--- src/rtl/speaker_arbiter_if.sv ---
// Bundle between the sound-effect requesters, the BGM generator and the speaker arbiter.
// The arbiter attaches through the slave modport; the driving side uses master.
interface speaker_arbiter_if #(
    parameter int N_REQ  = 4,
    parameter int HALF_W = 20,
    parameter int LEN_W  = 28
);
    localparam int ID_W = (N_REQ > 1) ? $clog2(N_REQ) : 1;

    logic                    bgm_in;
    logic                    bgm_en;
    logic [N_REQ-1:0]        req;
    logic [N_REQ*HALF_W-1:0] req_half;
    logic [N_REQ*LEN_W-1:0]  req_len;
    logic                    speaker;
    logic                    busy;
    logic [ID_W-1:0]         active_id;
    logic                    grant;
    logic                    done;
    logic [N_REQ-1:0]        drop;

    modport master (
        output bgm_in, bgm_en, req, req_half, req_len,
        input  speaker, busy, active_id, grant, done, drop
    );

    modport slave (
        input  bgm_in, bgm_en, req, req_half, req_len,
        output speaker, busy, active_id, grant, done, drop
    );
endinterface

--- src/rtl/speaker_arbiter.sv ---
// Fixed-priority owner of the speaker pin: BGM when idle, preemptible effect tones
// generated locally, and a silent guard gap before music returns.
module speaker_arbiter #(
    parameter int N_REQ      = 4,
    parameter int HALF_W     = 20,
    parameter int LEN_W      = 28,
    parameter int GAP_CYCLES = 1000000
) (
    input  logic              clk,
    input  logic              reset,
    speaker_arbiter_if.slave  bus
);
    localparam int ID_W  = (N_REQ > 1) ? $clog2(N_REQ) : 1;
    localparam int GAP_W = (GAP_CYCLES > 0) ? $clog2(GAP_CYCLES + 1) : 1;

    typedef enum logic [1:0] {
        ST_IDLE = 2'd0,
        ST_PLAY = 2'd1,
        ST_GAP  = 2'd2
    } state_t;

    state_t            state_q, state_d;
    logic [HALF_W-1:0] half_q, half_d;
    logic [HALF_W-1:0] hc_q, hc_d;
    logic [LEN_W-1:0]  rem_q, rem_d;
    logic [GAP_W-1:0]  gc_q, gc_d;
    logic              speaker_q, speaker_d;
    logic              busy_q, busy_d;
    logic              grant_q, grant_d;
    logic              done_q, done_d;
    logic [ID_W-1:0]   active_id_q, active_id_d;
    logic [N_REQ-1:0]  drop_q, drop_d;

    logic [HALF_W-1:0] half_arr [N_REQ];
    logic [LEN_W-1:0]  len_arr  [N_REQ];
    logic [N_REQ-1:0]  win_onehot;
    logic              any_req;
    logic [ID_W-1:0]   win_id;
    logic [HALF_W-1:0] win_half;
    logic [LEN_W-1:0]  win_len;
    logic              finishing;
    logic              accept;
    logic              tone_flip;

    generate
        for (genvar gi = 0; gi < N_REQ; gi++) begin : g_req
            assign half_arr[gi]   = bus.req_half[gi*HALF_W +: HALF_W];
            assign len_arr[gi]    = bus.req_len[gi*LEN_W +: LEN_W];
            assign win_onehot[gi] = any_req && (win_id == ID_W'(gi));
        end
    endgenerate

    // Lowest set index wins; scanning downward leaves the smallest index last.
    always_comb begin
        any_req = 1'b0;
        win_id  = '0;
        for (int i = N_REQ - 1; i >= 0; i--) begin
            if (bus.req[i]) begin
                any_req = 1'b1;
                win_id  = ID_W'(i);
            end
        end
    end

    assign win_half  = half_arr[win_id];
    assign win_len   = (len_arr[win_id] == '0) ? LEN_W'(1) : len_arr[win_id];
    assign finishing = (state_q == ST_PLAY) && (rem_q == LEN_W'(1));
    // A finishing effect is never defended on priority: its slot is free anyway.
    assign accept    = any_req && ((state_q != ST_PLAY) || finishing || (win_id < active_id_q));
    assign tone_flip = (half_q != '0) && (hc_q == half_q - HALF_W'(1));

    always_ff @(posedge clk) begin
        if (reset) begin
            state_q     <= ST_IDLE;
            half_q      <= '0;
            hc_q        <= '0;
            rem_q       <= '0;
            gc_q        <= '0;
            speaker_q   <= 1'b0;
            busy_q      <= 1'b0;
            grant_q     <= 1'b0;
            done_q      <= 1'b0;
            active_id_q <= '0;
            drop_q      <= '0;
        end else begin
            state_q     <= state_d;
            half_q      <= half_d;
            hc_q        <= hc_d;
            rem_q       <= rem_d;
            gc_q        <= gc_d;
            speaker_q   <= speaker_d;
            busy_q      <= busy_d;
            grant_q     <= grant_d;
            done_q      <= done_d;
            active_id_q <= active_id_d;
            drop_q      <= drop_d;
        end
    end

    always_comb begin
        state_d = state_q;
        half_d  = half_q;
        hc_d    = hc_q;
        rem_d   = rem_q;
        gc_d    = gc_q;
        if (accept) begin
            state_d = ST_PLAY;
            half_d  = win_half;
            rem_d   = win_len;
            hc_d    = '0;
        end else begin
            case (state_q)
                ST_PLAY: begin
                    if (finishing) begin
                        hc_d = '0;
                        if (GAP_CYCLES > 0) begin
                            state_d = ST_GAP;
                            gc_d    = GAP_W'(GAP_CYCLES);
                        end else begin
                            state_d = ST_IDLE;
                        end
                    end else begin
                        rem_d = rem_q - LEN_W'(1);
                        if (half_q != '0) begin
                            hc_d = tone_flip ? '0 : hc_q + HALF_W'(1);
                        end
                    end
                end
                ST_GAP: begin
                    if (gc_q == GAP_W'(1)) begin
                        state_d = ST_IDLE;
                    end else begin
                        gc_d = gc_q - GAP_W'(1);
                    end
                end
                default: ;
            endcase
        end
    end

    always_comb begin
        grant_d     = accept;
        done_d      = finishing;
        active_id_d = accept ? win_id : active_id_q;
        busy_d      = (state_d != ST_IDLE);
        drop_d      = bus.req & ~win_onehot;
        if (any_req && !accept) begin
            drop_d = drop_d | win_onehot;
        end
        speaker_d = 1'b0;
        if (accept) begin
            speaker_d = (win_half != '0);
        end else begin
            case (state_q)
                ST_IDLE: speaker_d = bus.bgm_in & bus.bgm_en;
                ST_PLAY: speaker_d = finishing ? 1'b0 : (speaker_q ^ tone_flip);
                default: speaker_d = 1'b0;
            endcase
        end
    end

    assign bus.speaker   = speaker_q;
    assign bus.busy      = busy_q;
    assign bus.grant     = grant_q;
    assign bus.done      = done_q;
    assign bus.active_id = active_id_q;
    assign bus.drop      = drop_q;
endmodule

--- src/flat_wrapper.sv ---
// flat-port wrapper written by rule: the top's interface ports become plain ports
module speaker_arbiter_flat 
#(
    parameter int N_REQ      = 4,
    parameter int HALF_W     = 20,
    parameter int LEN_W      = 28,
    parameter int GAP_CYCLES = 1000000
)
  (clk, reset, bus_bgm_in, bus_bgm_en, bus_req, bus_req_half, bus_req_len, bus_speaker, bus_busy, bus_active_id, bus_grant, bus_done, bus_drop);
  speaker_arbiter_if #(.N_REQ(N_REQ), .HALF_W(HALF_W), .LEN_W(LEN_W)) bus_i ();
  input  logic clk;
  input  logic reset;
  input wire logic [$bits(bus_i.bgm_in)-1:0] bus_bgm_in;
  input wire logic [$bits(bus_i.bgm_en)-1:0] bus_bgm_en;
  input wire logic [$bits(bus_i.req)-1:0] bus_req;
  input wire logic [$bits(bus_i.req_half)-1:0] bus_req_half;
  input wire logic [$bits(bus_i.req_len)-1:0] bus_req_len;
  output wire logic [$bits(bus_i.speaker)-1:0] bus_speaker;
  output wire logic [$bits(bus_i.busy)-1:0] bus_busy;
  output wire logic [$bits(bus_i.active_id)-1:0] bus_active_id;
  output wire logic [$bits(bus_i.grant)-1:0] bus_grant;
  output wire logic [$bits(bus_i.done)-1:0] bus_done;
  output wire logic [$bits(bus_i.drop)-1:0] bus_drop;
  assign bus_i.bgm_in = bus_bgm_in;
  assign bus_i.bgm_en = bus_bgm_en;
  assign bus_i.req = bus_req;
  assign bus_i.req_half = bus_req_half;
  assign bus_i.req_len = bus_req_len;
  assign bus_speaker = bus_i.speaker;
  assign bus_busy = bus_i.busy;
  assign bus_active_id = bus_i.active_id;
  assign bus_grant = bus_i.grant;
  assign bus_done = bus_i.done;
  assign bus_drop = bus_i.drop;
  speaker_arbiter #(.N_REQ(N_REQ), .HALF_W(HALF_W), .LEN_W(LEN_W), .GAP_CYCLES(GAP_CYCLES)) u_core (.clk(clk), .reset(reset), .bus(bus_i));
endmodule
--- config.mk ---
export PLATFORM = sky130hd
export DESIGN_NAME = speaker_arbiter_flat
export DESIGN_NICKNAME = d
export VERILOG_FILES = /design/src/rtl/speaker_arbiter_if.sv /design/src/rtl/speaker_arbiter.sv /design/src/flat_wrapper.sv
export SDC_FILE = /design/constraint.sdc
export NUM_CORES = 1
export LEC_CHECK = 0
export ABC_AREA = 1
export CORE_MARGIN = 4
export CORE_UTILIZATION = 55
export DETAILED_ROUTE_END_ITERATION = 10
export PLACE_DENSITY = 0.88
export SLEW_MARGIN = 20
export SYNTH_ARGS = -nofsm -noshare
export SYNTH_HDL_FRONTEND = slang
export SYNTH_SLANG_ARGS = --single-unit
export TNS_END_PERCENT = 100
--- constraint.sdc ---
create_clock -name clk -period 5.2 [get_ports clk]
set_clock_uncertainty 0.05 [all_clocks]
set_input_delay 1.3 -clock clk [delete_from_list [all_inputs] [get_ports clk]]
set_output_delay 1.3 -clock clk [all_outputs]
set_load 0.05 [all_outputs]
# Word-level counts from Yosys, hierarchy flattened
# Cells that the tools add are included.
# classes
n_addsub	4
magnitude_cmp	2
n_eq_ne	12
muxes	32
bitwise_logic	7
n_reduce_logical	24
# ops
operator	count
$mux 28	6
$mux 20	7
$bmux 28 s2	1
$bmux 20 s2	1
$pmux 20 s2	1
$reduce_bool 20->1	2
$sub 20x1->20 const B	2
$eq 28x1->1 const B	1
$logic_not 28->1	1
$sub 28x1->28 const B	1
$add 20x1->20 const B	1
$eq 20x1->1 const B	1
$eq 20x20->1	1
$mux 2	7
$logic_and 1x1->1	8
$reduce_bool 2->1	4
$eq 2x2->1 const B	3
$mux 1	6
$and 4x4->4	1
$eq 2x1->1 const B	2
$logic_not 2->1	2
$mux 4	1
$ne 2x1->1 const B	2
$ne 2x2->1 const B	2
other kinds (15)	17
# word_totals
reg_bits	100
output_inout_bits	10
wordCells	92

# Logic depth before layout (Yosys ltp)
# Gate-level depths: netlist of run 1.
# depth
word_depth	11
depth_mapped	17
mapped_depth_nobuf	17

# Worst setup path after synthesis of run 1
# OpenSTA, ideal clock, no wires.
# synth_timing
path_kind	input -> register
start	input port bus_req[2]
end	register u_core.hc_q[18]
setup_time_ps	120
t_arrival_ps	2876
required_time_ps	5030
path_slack_ps	2155
cell_stages	11
path_buffers	3
cell_sequence	buf_2 nor2_1 nor2_1 ha_1 a21boi_1 o21ai_4 nand2_4 nand2_2 buf_4 buf_2 a21oi_1
# synth_between
elab_chain_len	7
word_cells_on_any_way	10
cone_classes	1 x order compare; 6 x mux; 3 x reduce/logical
# synth_lines
element	line	source
from (decl)	flat_wrapper.sv:15	input wire logic [$bits(bus_i.req)-1:0] bus_req;
$mux 2 (3 in a row)	speaker_arbiter.sv:58	if (bus.req[i]) begin
net u_core.win_id[1]	speaker_arbiter.sv:38	logic [ID_W-1:0] win_id;
$lt 2x2->1	speaker_arbiter.sv:69	assign accept = any_req && ((state_q != ST_PLAY) || finishing || (win_id < active_id_q));
$logic_or 1x1->1	speaker_arbiter.sv:69	
$logic_and 1x1->1	speaker_arbiter.sv:69	
$reduce_or 2->1 (no source line)	n/a	
to (signal assigned)	speaker_arbiter.sv:76	hc_q <= '0;
to (signal assigned)	speaker_arbiter.sv:88	hc_q <= hc_d;
to (decl)	speaker_arbiter.sv:24	logic [HALF_W-1:0] hc_q, hc_d;
# The timed path passes the listed nets, and every way through them passes these cells.
# A chain may end at the register's enable or synchronous reset.

# Worst setup path in the final report of run 1
# layout_timing
start	input port bus_req[0]
end	register u_core.busy_q (netlist: u_core.bus.busy)
# layout_between
elab_chain_len	6
word_cells_on_any_way	7
cone_classes	1 x order compare; 3 x mux; 3 x reduce/logical
# layout_lines
element	line	source
$mux 2	speaker_arbiter.sv:58	
net u_core.win_id[1]	speaker_arbiter.sv:38	
$lt 2x2->1	speaker_arbiter.sv:69	
$logic_or 1x1->1	speaker_arbiter.sv:69	
$logic_and 1x1->1	speaker_arbiter.sv:69	
$mux 2	speaker_arbiter.sv:106	if (accept) begin
$reduce_bool 2->1	speaker_arbiter.sv:145	busy_d = (state_d != ST_IDLE);
to (signal assigned)	speaker_arbiter.sv:92	busy_q <= busy_d;
to (decl)	speaker_arbiter.sv:28	logic busy_q, busy_d;
# The timed path passes the listed nets, and every way through them passes these cells.

==> flow_summary.ini, run 1 <==
[run_status]
status = complete, no violations

[grt]
grtUsageMet3_pct = 5.854
grt-ovfl-total = 0
grt_pass1_wl_mm = 44.89
use_met1_pct = 39.50
antenna_found_initial = 0
grt_max_degree = 54
track_usage_pct = 33.02
busiest_layer = met2
use_met2_pct = 55.53
grt_pass1_vias = 9246

[hold_path]
min_path_type = reg2reg

[drt]
viasPerCell = 5.666
post_drt_wl_per_cell_um = 16.33
drc_errors = 0
routed_wirelength_mm = 28.89
vias = 10020
firstDrtPassIters = 7
drt-initial-drc-count = 1129
postRouteAntennaNets = 0

[cts]
hold_buffers = 0
cts_buffers = 9
cts_tree = yes
post_cts_buffers = 0
cts-resized-gates = 0
clockRootBuffer = clkbuf_16
cts.path.max_buffers = 2
clock_latency_ns = 0.36
cts.sinks = 100
cts_max_level = 3
clkSlewWorstSetupHoldPaths_ns = 0.07

[synth]
synth_seq_cells = 100
syn-cell-area_um2 = 8327
synth_cells = 1411
syn_nets = 1621
synth-edff-count = 0
synthTopCellsByArea = dfxtp_1 24%, nand2_1 17%, nand3_1 8.7%
ys_warn_count = 0
yosys_most_used_dff = dfxtp_1
yosys.area_share.simple_pct = 42.64
synth_top_family_by_area = simple AND/OR/NAND/NOR gates
yosysSeqAreaShare_pct = 24.04
yosys.area_share.adder_pct = 1.503
synth_top_cell_by_area = dfxtp_1
postSynth.asyncResetShare_pct = 0
synth-xor-area-share_pct = 6.161
synth_mux_area_share_pct = 0
synth-compound-area-share_pct = 13.70
ys_types = 44
synth_top_area_share_pct = 24.04
avgSynthCellArea_um2 = 5.901

[power_and_ir_drop]
p_per_area_nw_per_um2 = 263.6
p_leak_nw = 5.004
p_total_w = 0.002822
peakVddDrop_mv = 0.2432

[layout]
layout_common_cells = 381 x nand2_1, 208 x clkdlybuf4s50_1, 188 x nor2_1
fillCellCount = 1230
regArea_um2 = 2002
area_growth_syn_to_layout_pct = 28.58
drive_gt1_share_pct = 5.237
fin_nets = 1790
final_common_cell = nand2_1
multiInputGateArea_um2 = 5340
antenna_cells = 0

[timing]
grt_setup_unrepaired = no
tns_ns = 0
fmax_mhz = 245.6
max-slew-margin-rel_pct = 25.80
finalSetupViolations = 0
min_period_ns = 4.072
timing.final.max_slew_violations = 0
fin_hold_ws_ns = 0.4187
worst_pin_slew_ns = 1.112
fin_crit_sh_pct = 78.30
hold_viol_final = 0

[placed_design]
place.gp.congestion = 0.9866
dp_hpwl_mm = 22.29
numPortBuffers = 209

[critical_path]
path_max_fanout = 51
required_ns = 5.40
path_class = in2reg
arrival_ns = 4.27
cp-end-kind = register
startpoint_type = input pin

[die]
rows = 44
core_um2 = 14700
num_io_pins = 210
die_h_um = 131.0
die_area_um2 = 17170
initial_core_util_pct = 56.65
die_w_um = 131.0

[run]
timing.max_cap.violations = 0
-- worst max-delay path, stage by stage --
cell and delay, ns:
clkdlybuf4s50_1 0.47, inv_2 0.23, nand2_1 0.17, nor2_1 0.23
ha_1 0.16, a21boi_1 0.25, o21ai_4 0.11, nand2_4 0.44
nor2_4 0.09, inv_2 0.37, nand2_1 0.12, or2_2 0.30
-- metrics by stage --
step | worst slack [ns] | util [%] | cell area (µm²) | instances
detailed placement | 0.7960 | 70.91 | 10420 | 1753
finish | 1.128 | 72.84 | 10710 | 1769
global placement | 0.9032 | 70.91 | 10420 | 1753
floorplan | 2.155 | - | 8327 | 1411
global route | 0.9380 | 72.84 | 10710 | 1769
CTS | 1.149 | 72.84 | 10710 | 1769
-- worst paths after layout --
check                                                  start                           end  slack, ns  cells after the start
worst max-delay path                              bus_req[0]    u_core.bus.busy$_SDFF_PP0_       1.13                     12
worst min-delay path            u_core.gc_q[17]$_SDFFE_PP0P_  u_core.gc_q[17]$_SDFFE_PP0P_       0.42                      2
worst max register to register  u_core.state_q[1]$_SDFF_PP0_    u_core.bus.busy$_SDFF_PP0_       2.30                     10
worst min register to register  u_core.gc_q[17]$_SDFFE_PP0P_  u_core.gc_q[17]$_SDFFE_PP0P_       0.42                      2
-- routing by layer --
metal / routed length [µm] / up-vias / part of all wire (%)
met4: 1706 / 0 / 5.9
met5: 0 / - / 0
met2: 13450 / 546 / 47
li1: - / 4876 / -
met3: 2228 / 97 / 7.7
met1: 11510 / 4504 / 40
-- cell families after synthesis --
| logic type | after synthesis |
|---|---|
| AOI/OAI and AO/OA | 185 |
| xor gates and xnor gates | 57 |
| adders and majority gates | 10 |
| buffers and inverters | 244 |
| DFF | 100 |
| and+or+nand+nor | 815 |
-- flip-flops by register name, indices dropped and copies added (netlist names) --
name	flops
u_core.rem_q	28
u_core.gc_q	20
u_core.half_q	20
u_core.hc_q	20
u_core.bus.drop	4
u_core.bus.active_id	2
u_core.state_q	2
u_core.bus.busy	1
u_core.bus.done	1
u_core.bus.grant	1
u_core.bus.speaker	1
-- report_power, final --
| group | internal, W | switching, W | leakage (nW) |
|---|---|---|---|
| Clock | 0.000333 | 0.000328 | 0.138 |
| Sequential | 0.000841 | 0.0000919 | 0.818 |
| Combinational | 0.000479 | 0.000749 | 4.05 |
-- synthesized netlist by cell type, types with 10 or more instances --
cell type and instances:
dfxtp_1 100, o21ai_0 36, inv_1 173, clkbuf_1 30, nand3_1 145, nand2_1 381
o211ai_1 28, xor2_1 34, xnor2_1 22, o22ai_2 10, nand4_1 33, buf_2 23
nor2_1 188, o21ai_1 23, a21oi_1 64, nor3_1 16, ha_1 10
-- layout make-up --
type | instances | share of cell area [%]
inverter | 183 | 6.427
clock inverter | 7 | 0.5493
sequential | 100 | 18.70
tap | 184 | 2.150
multi-input combinational | 1067 | 49.88
timing repair buffer | 219 | 20.19
clock buffer | 9 | 2.104
No activity file was read; power rests on OpenSTA's default activity.
==> run 2: changes to the inputs <==
- CORE_UTILIZATION: 55 -> 46
- PLACE_DENSITY: 0.88 -> 0.79
- clock period: 5.2 -> 3.4 ns (I/O delays scaled with it)
==> flow_summary.ini, run 2 (synthesis gave the netlist of run 1 again) <==
[run_status]
status = complete, no violations

[timing]
fmax_mhz = 330.9
timing.final.max_slew_violations = 0
grt_setup_unrepaired = no
tns_ns = 0
max-slew-margin-rel_pct = 54.87
finalSetupViolations = 0
min_period_ns = 3.022
fin_crit_sh_pct = 88.89
worst_pin_slew_ns = 0.6760
hold_viol_final = 0

[drt]
postRouteAntennaNets = 0
drc_errors = 0
firstDrtPassIters = 5
routed_wirelength_mm = 28.16
post_drt_wl_per_cell_um = 15.42
viasPerCell = 5.297
vias = 9673
drt-initial-drc-count = 883

[cts]
post_cts_buffers = 0
cts.path.max_buffers = 2
clock_latency_ns = 0.36
cts_tree = yes
clkSlewWorstSetupHoldPaths_ns = 0.07
cts_buffers = 9
cts.sinks = 100
clockRootBuffer = clkbuf_16
hold_buffers = 0
cts-resized-gates = 0
cts_max_level = 3

[power_and_ir_drop]
p_total_w = 0.004331
peakVddDrop_mv = 0.3054
p_leak_nw = 5.091
p_per_area_nw_per_um2 = 397.5

[critical_path]
crit_chain = clkdlybuf4s50_1 > nor2_1 > inv_1 > nand2_2 > nand2_1 > inv_2 > buf_4 > nand2_1 > nand4_1 > nor2_1 > nand4_1 > nor2_1 > nand2_1 > o21ai_1 > nand2_1
arrival_ns = 3.23
slowest_stage = clkdlybuf4s50_1
reg2reg_from = u_core.half_q[0]$_SDFFE_PP0P_
reg2reg_slack_ns = 0.81
cp-end-kind = register
crit_cells = 15
startpoint_type = input pin
crit_path_max_incr_delay_ns = 0.52
path_buf_inv = 4
worstSetupStartpoint = bus_req[3]
required_ns = 3.61
r2r-end = u_core.hc_q[14]$_SDFFE_PP0P_
path_class = in2reg
r2r_cells = 13
crit_end = u_core.bus.speaker$_SDFF_PP0_
path_max_fanout = 20
critPathMostFrequentCell = nand2_1
crit_family = simple AND/OR/NAND/NOR gates

[die]
die_area_um2 = 20320
die_w_um = 142.5
core_um2 = 17540
initial_core_util_pct = 47.48
rows = 48
num_io_pins = 210
die_h_um = 142.5

[layout]
layout_common_cells = 381 x nand2_1, 208 x clkdlybuf4s50_1, 188 x nor2_1
drive_gt1_share_pct = 6.184
final_common_cell = nand2_1
largest_reg_flops = 28
max_flop_register = u_core.rem_q
fillCellCount = 1665
antenna_cells = 0
final_area_um2 = 10900
final_core_util_pct = 62.13
area_growth_syn_to_layout_pct = 30.85
multiInputGateArea_um2 = 5340
fin_nets = 1806
regArea_um2 = 2002

[grt]
grt_pass1_wl_mm = 45.39
track_usage_pct = 27.33
grt_pass1_vias = 9208
antenna_found_initial = 0
grt-ovfl-total = 0
grt_max_degree = 43

[run]
timing.max_cap.violations = 0

[placed_design]
numPortBuffers = 209
place_area_um2 = 10610
place.gp.congestion = 0.9437
dp_hpwl_mm = 22.51

[hold_path]
min_path_type = reg2reg
run 2: cell count changes in the layout (fill, tap and decap cells not counted), sizes merged:
cell	before	now
clkinvlp	1	0
buf	11	27
inv	185	182
clkinv	4	6
clkbuf	9	11
run 2: how the worst min path moves through the flow:
stage,startpoint,end,slack [ns],cells after the start
2_1_floorplan,u_core.gc_q[2]$_SDFFE_PP0P_,u_core.gc_q[2]$_SDFFE_PP0P_,0.39,1
3_3_place_gp,u_core.gc_q[17]$_SDFFE_PP0P_,u_core.gc_q[17]$_SDFFE_PP0P_,0.40,2
3_5_place_dp,u_core.gc_q[17]$_SDFFE_PP0P_,u_core.gc_q[17]$_SDFFE_PP0P_,0.41,2
4_1_cts,u_core.gc_q[17]$_SDFFE_PP0P_,u_core.gc_q[17]$_SDFFE_PP0P_,0.42,2
5_1_grt,u_core.gc_q[17]$_SDFFE_PP0P_,u_core.gc_q[17]$_SDFFE_PP0P_,0.44,2
6_report,u_core.gc_q[17]$_SDFFE_PP0P_,u_core.gc_q[17]$_SDFFE_PP0P_,0.42,2
run 2: routing by layer:
layer	vias up	GRT usage [%]	wire length, µm
met3	54	4.940	1976
li1	4906	-	-
met1	4361	32.61	11670
met5	-	0	0
met4	0	10.31	900
met2	352	48.69	13610
run 2: power by group:
group	switching (W)	internal, W
clock network	0.000486	0.000539
logic	0.00113	0.000757
registers	0.000138	0.00129
run 2: per-stage QoR:
stage / hold WS [ns] / cells / worst slack, ns
2_1_floorplan: 0.3931 / 1411 / 0.8049
3_3_place_gp: 0.4049 / 1810 / 0.03538
3_5_place_dp: 0.4099 / 1810 / 0.03997
4_1_cts: 0.4197 / 1826 / 0.4211
5_1_grt: 0.4375 / 1826 / 0.1642
6_report: 0.4227 / 1826 / 0.3778
run 2: final cells by class:
type | count | share of cell area [%]
Sequential cell | 100 | 18.37
Clock inverter | 5 | 0.3330
Inverter | 183 | 6.316
Clock buffer | 11 | 2.320
Timing Repair Buffer | 235 | 21.06
Multi-Input combinational cell | 1067 | 49.01
Tap cell | 225 | 2.584
run 2: worst reg2reg max path, cell delays in order, from the launching register on:
cell	delay, ns
dfxtp_1	0.31
inv_1	0.14
ha_1	0.24
nand2_1	0.15
nor2_4	0.25
nand2_1	0.14
inv_1	0.09
nand2_1	0.12
nand2_1	0.09
nand2_1	0.08
nand2_1	0.29
inv_1	0.29
nand3_1	0.16
a21oi_1	0.07
